$ cat src/rtl/biu_mmio_arb_if.sv
// biu_mmio_arb_if: core fetch/data, ITIM/DTIM and MMIO channel signals of the bus interface unit
interface biu_mmio_arb_if #(
    parameter int TIM_AW   = 12,
    parameter int NUM_MMIO = 2
);
    logic [31:0]            biu_i_iaddr;
    logic [31:0]            biu_o_idata;
    logic                   biu_i_dreq;
    logic [31:0]            biu_i_daddr;
    logic [3:0]             biu_i_dwmask;
    logic [31:0]            biu_i_dwdata;
    logic [31:0]            biu_o_drdata;
    logic                   biu_o_halt;
    logic                   biu_o_derr;
    logic [TIM_AW-1:0]      biu_o_itim_addr;
    logic [31:0]            biu_i_itim_rdata;
    logic [TIM_AW-1:0]      biu_o_dtim_addr;
    logic [3:0]             biu_o_dtim_wmask;
    logic [31:0]            biu_o_dtim_wdata;
    logic [31:0]            biu_i_dtim_rdata;
    logic [NUM_MMIO-1:0]    biu_o_mmio_req;
    logic [31:0]            biu_o_mmio_addr;
    logic [3:0]             biu_o_mmio_wmask;
    logic [31:0]            biu_o_mmio_wdata;
    logic [NUM_MMIO-1:0]    biu_i_mmio_ack;
    logic [NUM_MMIO*32-1:0] biu_i_mmio_rdata;

    modport slave (
        input  biu_i_iaddr, biu_i_dreq, biu_i_daddr, biu_i_dwmask, biu_i_dwdata,
               biu_i_itim_rdata, biu_i_dtim_rdata, biu_i_mmio_ack, biu_i_mmio_rdata,
        output biu_o_idata, biu_o_drdata, biu_o_halt, biu_o_derr, biu_o_itim_addr,
               biu_o_dtim_addr, biu_o_dtim_wmask, biu_o_dtim_wdata, biu_o_mmio_req,
               biu_o_mmio_addr, biu_o_mmio_wmask, biu_o_mmio_wdata
    );

    modport master (
        output biu_i_iaddr, biu_i_dreq, biu_i_daddr, biu_i_dwmask, biu_i_dwdata,
               biu_i_itim_rdata, biu_i_dtim_rdata, biu_i_mmio_ack, biu_i_mmio_rdata,
        input  biu_o_idata, biu_o_drdata, biu_o_halt, biu_o_derr, biu_o_itim_addr,
               biu_o_dtim_addr, biu_o_dtim_wmask, biu_o_dtim_wdata, biu_o_mmio_req,
               biu_o_mmio_addr, biu_o_mmio_wmask, biu_o_mmio_wdata
    );
endinterface

$ cat src/rtl/biu_mmio_arb.sv
// biu_mmio_arb: decodes core fetch/data accesses onto ITIM, DTIM and req/ack MMIO channels with timeout
module biu_mmio_arb #(
    parameter int          DATA_W   = 32,
    parameter int          TIM_AW   = 12,
    parameter int          NUM_MMIO = 2,
    parameter int          TIMEOUT  = 255,
    parameter logic [31:0] ERR_DATA = 32'h0000_0000
) (
    input logic          clk,
    input logic          rst,
    biu_mmio_arb_if.slave bus
);
    localparam int CW = $clog2(TIMEOUT + 1);

    typedef enum logic [1:0] {IDLE, WAIT, RESP} state_t;
    state_t state, state_nx;

    logic [CW-1:0]       cnt;
    logic [3:0]          ch_q;
    logic [NUM_MMIO-1:0] req_q;
    logic [DATA_W-1:0]   resp_q;
    logic [31:0]         addr_q, wdata_q, rsel;
    logic [3:0]          wmask_q;
    logic                derr_q, dec_err_q, dtim_q, itim_q, nop_q;
    logic                d_dtim, d_mmio, d_err, dec_err, start, ack_hit, tmo;

    assign d_dtim  = bus.biu_i_daddr[31:28] == 4'h8;
    assign d_mmio  = bus.biu_i_daddr[31:28] == 4'h1 && 32'(bus.biu_i_daddr[27:24]) < NUM_MMIO;
    assign d_err   = !(bus.biu_i_daddr[31:28] == 4'h0 || d_dtim || d_mmio);
    assign dec_err = state == IDLE && bus.biu_i_dreq && d_err;
    assign start   = state == IDLE && bus.biu_i_dreq && d_mmio;
    // req_q is one-hot on the latched channel, so masking acks with it ignores other channels
    assign ack_hit = |(bus.biu_i_mmio_ack & req_q);
    assign tmo     = cnt == CW'(TIMEOUT - 1);

    always_comb begin
        rsel = '0;
        for (int k = 0; k < NUM_MMIO; k++)
            if (ch_q == 4'(k)) rsel = bus.biu_i_mmio_rdata[32*k +: 32];
    end

    always_ff @(posedge clk or negedge rst)
        if (!rst) state <= IDLE;
        else      state <= state_nx;

    always_comb
        state_nx = state == IDLE ? (start ? WAIT : IDLE) :
                   state == WAIT ? (ack_hit || tmo ? RESP : WAIT) : IDLE;

    always_comb
        bus.biu_o_halt = rst && (state == WAIT || start);

    always_ff @(posedge clk or negedge rst)
        if (!rst) begin
            itim_q    <= 1'b0;
            nop_q     <= 1'b0;
            dtim_q    <= 1'b0;
            dec_err_q <= 1'b0;
            derr_q    <= 1'b0;
            req_q     <= '0;
            ch_q      <= '0;
            cnt       <= '0;
            addr_q    <= '0;
            wmask_q   <= '0;
            wdata_q   <= '0;
            resp_q    <= '0;
        end else begin
            itim_q    <= bus.biu_i_iaddr[31:28] == 4'h0;
            nop_q     <= bus.biu_i_iaddr[31:28] != 4'h0;
            dtim_q    <= bus.biu_i_dreq && d_dtim;
            dec_err_q <= dec_err;
            derr_q    <= dec_err || (state == WAIT && tmo && !ack_hit);
            if (start) begin
                addr_q  <= bus.biu_i_daddr;
                wmask_q <= bus.biu_i_dwmask;
                wdata_q <= bus.biu_i_dwdata;
                ch_q    <= bus.biu_i_daddr[27:24];
                req_q   <= NUM_MMIO'(1) << bus.biu_i_daddr[27:24];
                cnt     <= '0;
            end else if (state == WAIT) begin
                cnt <= cnt + 1'b1;
                if (ack_hit || tmo) begin
                    req_q  <= '0;
                    resp_q <= ack_hit ? rsel : ERR_DATA;
                end
            end
        end

    assign bus.biu_o_idata      = itim_q ? bus.biu_i_itim_rdata : nop_q ? 32'h0000_0013 : 32'h0;
    assign bus.biu_o_drdata     = state == RESP ? resp_q : dec_err_q ? ERR_DATA :
                                  dtim_q ? bus.biu_i_dtim_rdata : 32'h0;
    assign bus.biu_o_derr       = derr_q;
    assign bus.biu_o_itim_addr  = bus.biu_i_iaddr[TIM_AW+1:2];
    assign bus.biu_o_dtim_addr  = bus.biu_i_daddr[TIM_AW+1:2];
    assign bus.biu_o_dtim_wmask = bus.biu_i_dreq && d_dtim ? bus.biu_i_dwmask : 4'h0;
    assign bus.biu_o_dtim_wdata = bus.biu_i_dwdata;
    assign bus.biu_o_mmio_req   = req_q;
    assign bus.biu_o_mmio_addr  = addr_q;
    assign bus.biu_o_mmio_wmask = wmask_q;
    assign bus.biu_o_mmio_wdata = wdata_q;
endmodule
$ cat src/flat_wrapper.sv
// flat-port wrapper written by rule: the top's interface ports become plain ports
module biu_mmio_arb_flat 
#(
    parameter int          DATA_W   = 32,
    parameter int          TIM_AW   = 12,
    parameter int          NUM_MMIO = 2,
    parameter int          TIMEOUT  = 255,
    parameter logic [31:0] ERR_DATA = 32'h0000_0000
)
  (clk, rst, bus_biu_i_iaddr, bus_biu_i_dreq, bus_biu_i_daddr, bus_biu_i_dwmask, bus_biu_i_dwdata, bus_biu_i_itim_rdata, bus_biu_i_dtim_rdata, bus_biu_i_mmio_ack, bus_biu_i_mmio_rdata, bus_biu_o_idata, bus_biu_o_drdata, bus_biu_o_halt, bus_biu_o_derr, bus_biu_o_itim_addr, bus_biu_o_dtim_addr, bus_biu_o_dtim_wmask, bus_biu_o_dtim_wdata, bus_biu_o_mmio_req, bus_biu_o_mmio_addr, bus_biu_o_mmio_wmask, bus_biu_o_mmio_wdata);
  biu_mmio_arb_if #(.TIM_AW(TIM_AW), .NUM_MMIO(NUM_MMIO)) bus_i ();
  input logic clk;
  input logic rst;
  input wire logic [$bits(bus_i.biu_i_iaddr)-1:0] bus_biu_i_iaddr;
  input wire logic [$bits(bus_i.biu_i_dreq)-1:0] bus_biu_i_dreq;
  input wire logic [$bits(bus_i.biu_i_daddr)-1:0] bus_biu_i_daddr;
  input wire logic [$bits(bus_i.biu_i_dwmask)-1:0] bus_biu_i_dwmask;
  input wire logic [$bits(bus_i.biu_i_dwdata)-1:0] bus_biu_i_dwdata;
  input wire logic [$bits(bus_i.biu_i_itim_rdata)-1:0] bus_biu_i_itim_rdata;
  input wire logic [$bits(bus_i.biu_i_dtim_rdata)-1:0] bus_biu_i_dtim_rdata;
  input wire logic [$bits(bus_i.biu_i_mmio_ack)-1:0] bus_biu_i_mmio_ack;
  input wire logic [$bits(bus_i.biu_i_mmio_rdata)-1:0] bus_biu_i_mmio_rdata;
  output wire logic [$bits(bus_i.biu_o_idata)-1:0] bus_biu_o_idata;
  output wire logic [$bits(bus_i.biu_o_drdata)-1:0] bus_biu_o_drdata;
  output wire logic [$bits(bus_i.biu_o_halt)-1:0] bus_biu_o_halt;
  output wire logic [$bits(bus_i.biu_o_derr)-1:0] bus_biu_o_derr;
  output wire logic [$bits(bus_i.biu_o_itim_addr)-1:0] bus_biu_o_itim_addr;
  output wire logic [$bits(bus_i.biu_o_dtim_addr)-1:0] bus_biu_o_dtim_addr;
  output wire logic [$bits(bus_i.biu_o_dtim_wmask)-1:0] bus_biu_o_dtim_wmask;
  output wire logic [$bits(bus_i.biu_o_dtim_wdata)-1:0] bus_biu_o_dtim_wdata;
  output wire logic [$bits(bus_i.biu_o_mmio_req)-1:0] bus_biu_o_mmio_req;
  output wire logic [$bits(bus_i.biu_o_mmio_addr)-1:0] bus_biu_o_mmio_addr;
  output wire logic [$bits(bus_i.biu_o_mmio_wmask)-1:0] bus_biu_o_mmio_wmask;
  output wire logic [$bits(bus_i.biu_o_mmio_wdata)-1:0] bus_biu_o_mmio_wdata;
  assign bus_i.biu_i_iaddr = bus_biu_i_iaddr;
  assign bus_i.biu_i_dreq = bus_biu_i_dreq;
  assign bus_i.biu_i_daddr = bus_biu_i_daddr;
  assign bus_i.biu_i_dwmask = bus_biu_i_dwmask;
  assign bus_i.biu_i_dwdata = bus_biu_i_dwdata;
  assign bus_i.biu_i_itim_rdata = bus_biu_i_itim_rdata;
  assign bus_i.biu_i_dtim_rdata = bus_biu_i_dtim_rdata;
  assign bus_i.biu_i_mmio_ack = bus_biu_i_mmio_ack;
  assign bus_i.biu_i_mmio_rdata = bus_biu_i_mmio_rdata;
  assign bus_biu_o_idata = bus_i.biu_o_idata;
  assign bus_biu_o_drdata = bus_i.biu_o_drdata;
  assign bus_biu_o_halt = bus_i.biu_o_halt;
  assign bus_biu_o_derr = bus_i.biu_o_derr;
  assign bus_biu_o_itim_addr = bus_i.biu_o_itim_addr;
  assign bus_biu_o_dtim_addr = bus_i.biu_o_dtim_addr;
  assign bus_biu_o_dtim_wmask = bus_i.biu_o_dtim_wmask;
  assign bus_biu_o_dtim_wdata = bus_i.biu_o_dtim_wdata;
  assign bus_biu_o_mmio_req = bus_i.biu_o_mmio_req;
  assign bus_biu_o_mmio_addr = bus_i.biu_o_mmio_addr;
  assign bus_biu_o_mmio_wmask = bus_i.biu_o_mmio_wmask;
  assign bus_biu_o_mmio_wdata = bus_i.biu_o_mmio_wdata;
  biu_mmio_arb #(.DATA_W(DATA_W), .TIM_AW(TIM_AW), .NUM_MMIO(NUM_MMIO), .TIMEOUT(TIMEOUT), .ERR_DATA(ERR_DATA)) u_core (.clk(clk), .rst(rst), .bus(bus_i));
endmodule
$ cat config.mk
export PLATFORM = sky130hd
export DESIGN_NAME = biu_mmio_arb_flat
export DESIGN_NICKNAME = d
export VERILOG_FILES = /design/src/rtl/biu_mmio_arb_if.sv /design/src/rtl/biu_mmio_arb.sv /design/src/flat_wrapper.sv
export SDC_FILE = /design/constraint.sdc
export NUM_CORES = 1
export LEC_CHECK = 0
export CORE_AREA = 10 10 157 159
export CTS_BUF_LIST = sky130_fd_sc_hd__clkbuf_2
export DETAILED_ROUTE_END_ITERATION = 16
export DIE_AREA = 0 0 167 169
export PLACE_DENSITY = 0.69
export SLEW_MARGIN = 20
export SYNTH_ARGS = -nofsm -noshare
export SYNTH_HDL_FRONTEND = slang
export SYNTH_SLANG_ARGS = --single-unit
$ cat constraint.sdc
create_clock -name clk -period 1.87 [get_ports clk]
set_input_delay 0.2805 -clock clk [delete_from_list [all_inputs] [get_ports clk]]
set_output_delay 0.2805 -clock clk [all_outputs]
set_load 0.02 [all_outputs]
# Word-level counts from Yosys, hierarchy flattened
# Cells that the tools add are included.
# word_totals
regBits	121
inputBits	233
# op_classes
addsub	1
magnitude_cmp	1
eq_ne	6
shift	1
n_mux	18
bitwise_logic	2
reduce_logical	25
# op_table
op	count
32-bit 2-to-1 mux	7
8-bit 2-to-1 mux	2
4-bit zero test	3
2-bit 2-to-1 mux	6
8-bit by 1-bit adder with 8-bit output (second input constant)	1
4-bit by 1-bit == test with 1-bit output (second input constant)	2
8-bit == test (second input constant)	1
1-bit logical AND	8
1-bit logical OR	5
5-bit 2-to-1 mux	1
4-bit == test (second input constant)	1
4-bit by 2-bit less-than comparator with 1-bit output (second input constant)	1
4-bit 2-to-1 mux	1
2-bit nonzero test	2
4-bit nonzero test	1
1-bit by 4-bit left shift with 2-bit output (first input constant)	1
3-bit AND reduction	1
2-bit AND	1
2-bit by 1-bit == test with 1-bit output (second input constant)	1
2-bit == test (second input constant)	1
1-bit zero test	2
2-bit zero test	1
2-bit AND reduction	1
2-bit OR reduction	1
2 further kinds	2

# Longest topological paths before layout
# logic_depth
word_depth	6
mapped_depth	7
ltp_nobuf	6

# Worst setup path before layout
# No wires, ideal clock.
# synth_timing
path_type	input port to output port
from	in bus_biu_i_daddr[31]
to	out bus_biu_o_halt
arrival_time_ns	1.423
required_ns	1.590
path_slack_ns	0.167
cell_stages	4
n_path_buf	1
cell_sequence	nor4_2 -> nand4_1 -> clkbuf_1 -> a21boi_1
# synth_between
elab_chain_cells	5
# synth_lines
element	line	text
from (decl)	flat_wrapper.sv:16	input wire logic [$bits(bus_i.biu_i_daddr)-1:0] bus_biu_i_daddr;
4-bit by 1-bit == test with 1-bit output	biu_mmio_arb.sv:28	assign d_mmio = bus.biu_i_daddr[31:28] == 4'h1 && 32'(bus.biu_i_daddr[27:24]) < NUM_MMIO;
1-bit logical AND	biu_mmio_arb.sv:28	
1-bit logical AND	biu_mmio_arb.sv:31	assign start = state == IDLE && bus.biu_i_dreq && d_mmio;
1-bit logical OR	biu_mmio_arb.sv:51	bus.biu_o_halt = rst && (state == WAIT || start);
1-bit logical AND	biu_mmio_arb.sv:51	
to (decl)	flat_wrapper.sv:25	output wire logic [$bits(bus_i.biu_o_halt)-1:0] bus_biu_o_halt;
# No other way between the ends.

# Worst setup path after layout
# layout_timing
from	reg u_core.state[1]
to	out bus_biu_o_drdata[4]
# layout_between
elab_chain_cells	2
# layout_lines
element	line	text
from (decl)	biu_mmio_arb.sv:16	state_t state, state_nx;
from (signal assigned)	biu_mmio_arb.sv:44	else state <= state_nx;
2-bit == test	biu_mmio_arb.sv:90	assign bus.biu_o_drdata = state == RESP ? resp_q : dec_err_q ? ERR_DATA :
32-bit 2-to-1 mux	biu_mmio_arb.sv:90	
to (decl)	flat_wrapper.sv:24	output wire logic [$bits(bus_i.biu_o_drdata)-1:0] bus_biu_o_drdata;
# No other way between the ends.

==> run_results.csv <==
group,metric,value,unit
clocking,clock_sinks,117,
worst_setup_path,reg2reg_depth,9,
worst_setup_path,crit_path_cell_trace,"nor2b_4, nor3b_4, buf_6, buf_16, a22o_1, buf_6",
finish,flow.area_growth_from_synthesis,80.4,%
die,core_area,21600,sq um
die,floorplan.die_area,28200,sq um
clocking,tritoncts.num_buffers,17,
die,chipHeight,169,um
synth,synth.cells.most_frequent,"nand2_1 (195), dfrtp_1 (117), buf_4 (63), and2_1 (39), a22oi_1 (33)",
worst_setup_path,r2r_setup_slack,0.22,ns
die,die_width,167,um
routing,via_per_inst,4.53,
grt,grt_pass1_wl,37900,um
pwr,internal_power,4.86,mW
run_status,failed_checks,"setup timing",
finish,num-fill-cells,2039,
worst_setup_path,critical_path_required,1.59,ns
hold_path,min-delay-path-class,"in2reg",
pwr,p_sw_frac,0.301,
job,number_of_max_cap_violations,0,
finish,layout-drive-gt1-share,0.215,
sta,worst_clock_skew,0.0338,ns
synth,postSynth.asyncResetShare,1.00,
clocking,clk_path_buf_depth,2,
clocking,tritoncts_clock_tree,"yes",
synth,netlist.top_cell.by_area,"dfrtp_1",
grt,initial_antenna_violation_count,3,
placed_design,placed_instance_area,9700,sq um
clocking,cts.clk_slew.worst_paths,0.19,ns
synth,synth.area.top_cells,"dfrtp_1 (50%), nand2_1 (13%), buf_4 (8.1%)",
routing,drtAntennaViolNets,0,
worst_setup_path,critPathKind,"reg2out",
finish,final-instance-count-excl-fill,1248,
sta,timing_max_transition_violations_final,0,
routing,dr_total_vias,5652,
routing,detailedRoute.firstIterationViolations,303,
clocking,cts.htree.levels,4,
run_status,result_of_the_run,"complete, but fails checks",
hold_path,whs_path_depth,3,
worst_setup_path,cpMostUsedCell,"buf_6",
pwr,combinationalPowerShare,0.259,
clocking,cts-root-buf,"clkbuf_2",
sta,setup_viol_count_final,65,
sta,final_min_period_over_clock_period,1.20,
synth,syn_nets,834,
grt,grt_max_degree,118,
worst_setup_path,critical_path_sink_type,"output port",
finish,final_cell_area,10500,sq um
synth,syn_inst,599,
synth,synth.ff_latch_count,117,
synth,synthesis.area,5810,sq um
worst_setup_path,critical_path.max_stage_delay,0.41,ns
sta,timing.final.ws_setup,-0.379,ns
routing,detail_route.wirelength,25900,um
worst_setup_path,r2r-start,"u_core.state[0]",
grt,global_route.overflow_total,0,
pwr,share_clk_of_total_power,0.292,
sta,worst_pin_slew,0.624,ns
placed_design,placed_cells_incl_taps,1193,
grt,grt_pass1_vias,5991,
grt,grt_usage,0.172,
finish,final_nets,1188,
pwr,worst_ir_drop_vdd,0.305,mV
synth,synth_top_flop_cell,"dfrtp_1",
worst_setup_path,critical_path_peak_fanout,8,
worst_setup_path,startpoint_type,"flip-flop",
worst_setup_path,timing.critical_path.arrival,1.97,ns
synth,area_share_of_the_leading_cell_type_in_the_synthesized_netlist,0.504,
clocking,worstSkewPairLatency,0.66,ns
worst_setup_path,startpoint,"u_core.state[1]",
sta,finalHoldViolations,0,
placed_design,numPortBuffers,388,
pwr,power_frac_seq,0.449,
sta,timing.slew.headroom,0.584,
die,rows,54,
synth,post_synth.cell_area_avg,9.70,sq um
synth,count_of_distinct_cell_types_in_the_synthesized_netlist,39,
routing,drt_drc_violations_left,0,
worst_setup_path,slowest_stage,"dfrtp_1",
hold_path,hold_path.startpoint,"bus_biu_i_daddr[22]",
pwr,cellPowerDensity,663,nW/um^2
die,floorplan.io_pins,429,
routing,dr_wl_cell,20.8,um
synth,post_synth_edffs,0,
sta,fmax,445,MHz
placed_design,detailedPlacementHpwl,19600,um
routing,firstDrtPassIters,4,
placed_design,gp_congestion,0.842,
die,floorplan.initialDensity,0.270,
synth,yosysMostFrequentCell,"nand2_1",
pwr,cellLeakagePower,5.13,nW
sta,final_critical_delay_including_setup_and_external_delays,2.25,ns
sta,final.setup.tns,-14.46,ns
pwr,net-switching-power,2.09,mW
synth,seq_area_frac_synth,0.504,
synth,synth_warnings,0,
sta,grt_setup_unrepaired,"true",
==> routing by layer <==
metal / up-vias / track usage / wire [um]
met5: - / 0 / 0
met4: 0 / 0.0412 / 234
met3: 15 / 0.0873 / 2880
met2: 298 / 0.292 / 13000
met1: 2654 / 0.188 / 9770
li1: 2685 / - / -
==> power by group through the flow <==
| stage | sequential, mW | combinational, mW | clock (mW) |
|---|---|---|---|
| finish | 3.12 | 1.80 | 2.03 |
| global route | 3.17 | 1.95 | 2.24 |
| CTS | 3.12 | 1.81 | 2.14 |
| detailed placement | 3.17 | 1.84 | 0 |
| global placement | 3.16 | 1.82 | 0 |
| floorplan | 3.25 | 0.729 | 0 |
==> logic make-up (layout without fill, tap and decap cells) <==
logic type      after synthesis  after routing  synth area share
other cells                   0              2                 0
fa+ha+maj                     2              2           0.00430
compound gates              107            107             0.162
buf+inv                      99            466             0.115
simple gates                269            269             0.208
xor+xnor                      5              5           0.00753
flops                       117            117             0.504
==> state kept, by name (all words and copies together) (netlist names) <==
register / count
u_core.bus.biu_o_mmio_wdata: 32
u_core.bus.biu_o_mmio_wmask: 4
u_core.resp_q: 32
u_core.nop_q: 1
u_core.dec_err_q: 1
u_core.state: 2
u_core.bus.biu_o_mmio_addr: 32
u_core.dtim_q: 1
u_core.cnt: 8
u_core.bus.biu_o_derr: 1
u_core.itim_q: 1
u_core.bus.biu_o_mmio_req: 2
==> layout by cell type, fill, tap and decap left out, drive strengths merged, types with 2 or more instances in the layout <==
cell,n
o2bb2ai,32
nor4,2
bufinv,5
clkinvlp,2
xor2,3
dfrtp,117
diode,2
clkbuf,21
nor2,8
ha,2
buf,105
dlygate4sd2,59
a22oi,33
dlygate4sd3,2
clkdlybuf4s50,244
nand4,4
a21oi,2
clkinv,7
and3,3
nand3,2
inv,4
dlymetal6s2s,2
xnor2,2
clkdlybuf4s15,15
and2,39
nand2b,4
and4,2
nor2b,2
a22o,32
o21ai,3
nor3b,2
nand2,196
==> through the flow <==
stage                util  power, mW  setup WS (ns)  hold slack (ns)
detailed placement  0.450       5.01         -0.458            0.454
global route        0.487       7.37         -0.574           0.0107
global placement    0.450       4.98         -0.424            0.448
floorplan               -       3.98          0.167          -0.0151
CTS                 0.477       7.06         -0.529          0.00277
finish              0.487       6.96         -0.379            0.129
==> worst paths after layout <==
check | end
max | bus_biu_o_drdata[4]
min | u_core.bus.biu_o_mmio_addr[22]
max reg2reg | u_core.bus.biu_o_mmio_wdata[5]
min reg2reg | u_core.bus.biu_o_mmio_wdata[31]
max in group asynchronous | u_core.bus.biu_o_mmio_wmask[0]
min in group asynchronous | u_core.resp_q[18]
==> cell type report <==
cell class	count	area, sq um	area share
clock buffer	18	90.1	0.00859
antenna	2	5.00	0.000477
clock inverter	14	209	0.0199
timing repair buffer	430	4490	0.428
inverter	4	15.0	0.00143
multi-input combinational	383	2400	0.229
tap	280	350	0.0334
sequential	117	2930	0.280
==> what timing repair did <==
| action | in CTS | in global routing |
|---|---|---|
| setup endpoints to repair | 140 | 148 |
| gates resized for setup | 493 | 61 |
| hold endpoints to repair | 117 | 1 |
| setup buffers | 16 | 4 |
| pin swaps | 12 | 12 |
| hold buffers | 1 | 1 |
| cloned | 3 | 2 |
==> worst max-delay path, delay by kind of cell (launching register included) <==
kind,cells,cell delay (ns)
compound gates,1,0.16
buf+inv,3,0.44
flops,1,0.41
simple gates,2,0.33
No activity file was read; power rests on OpenSTA's default activity.
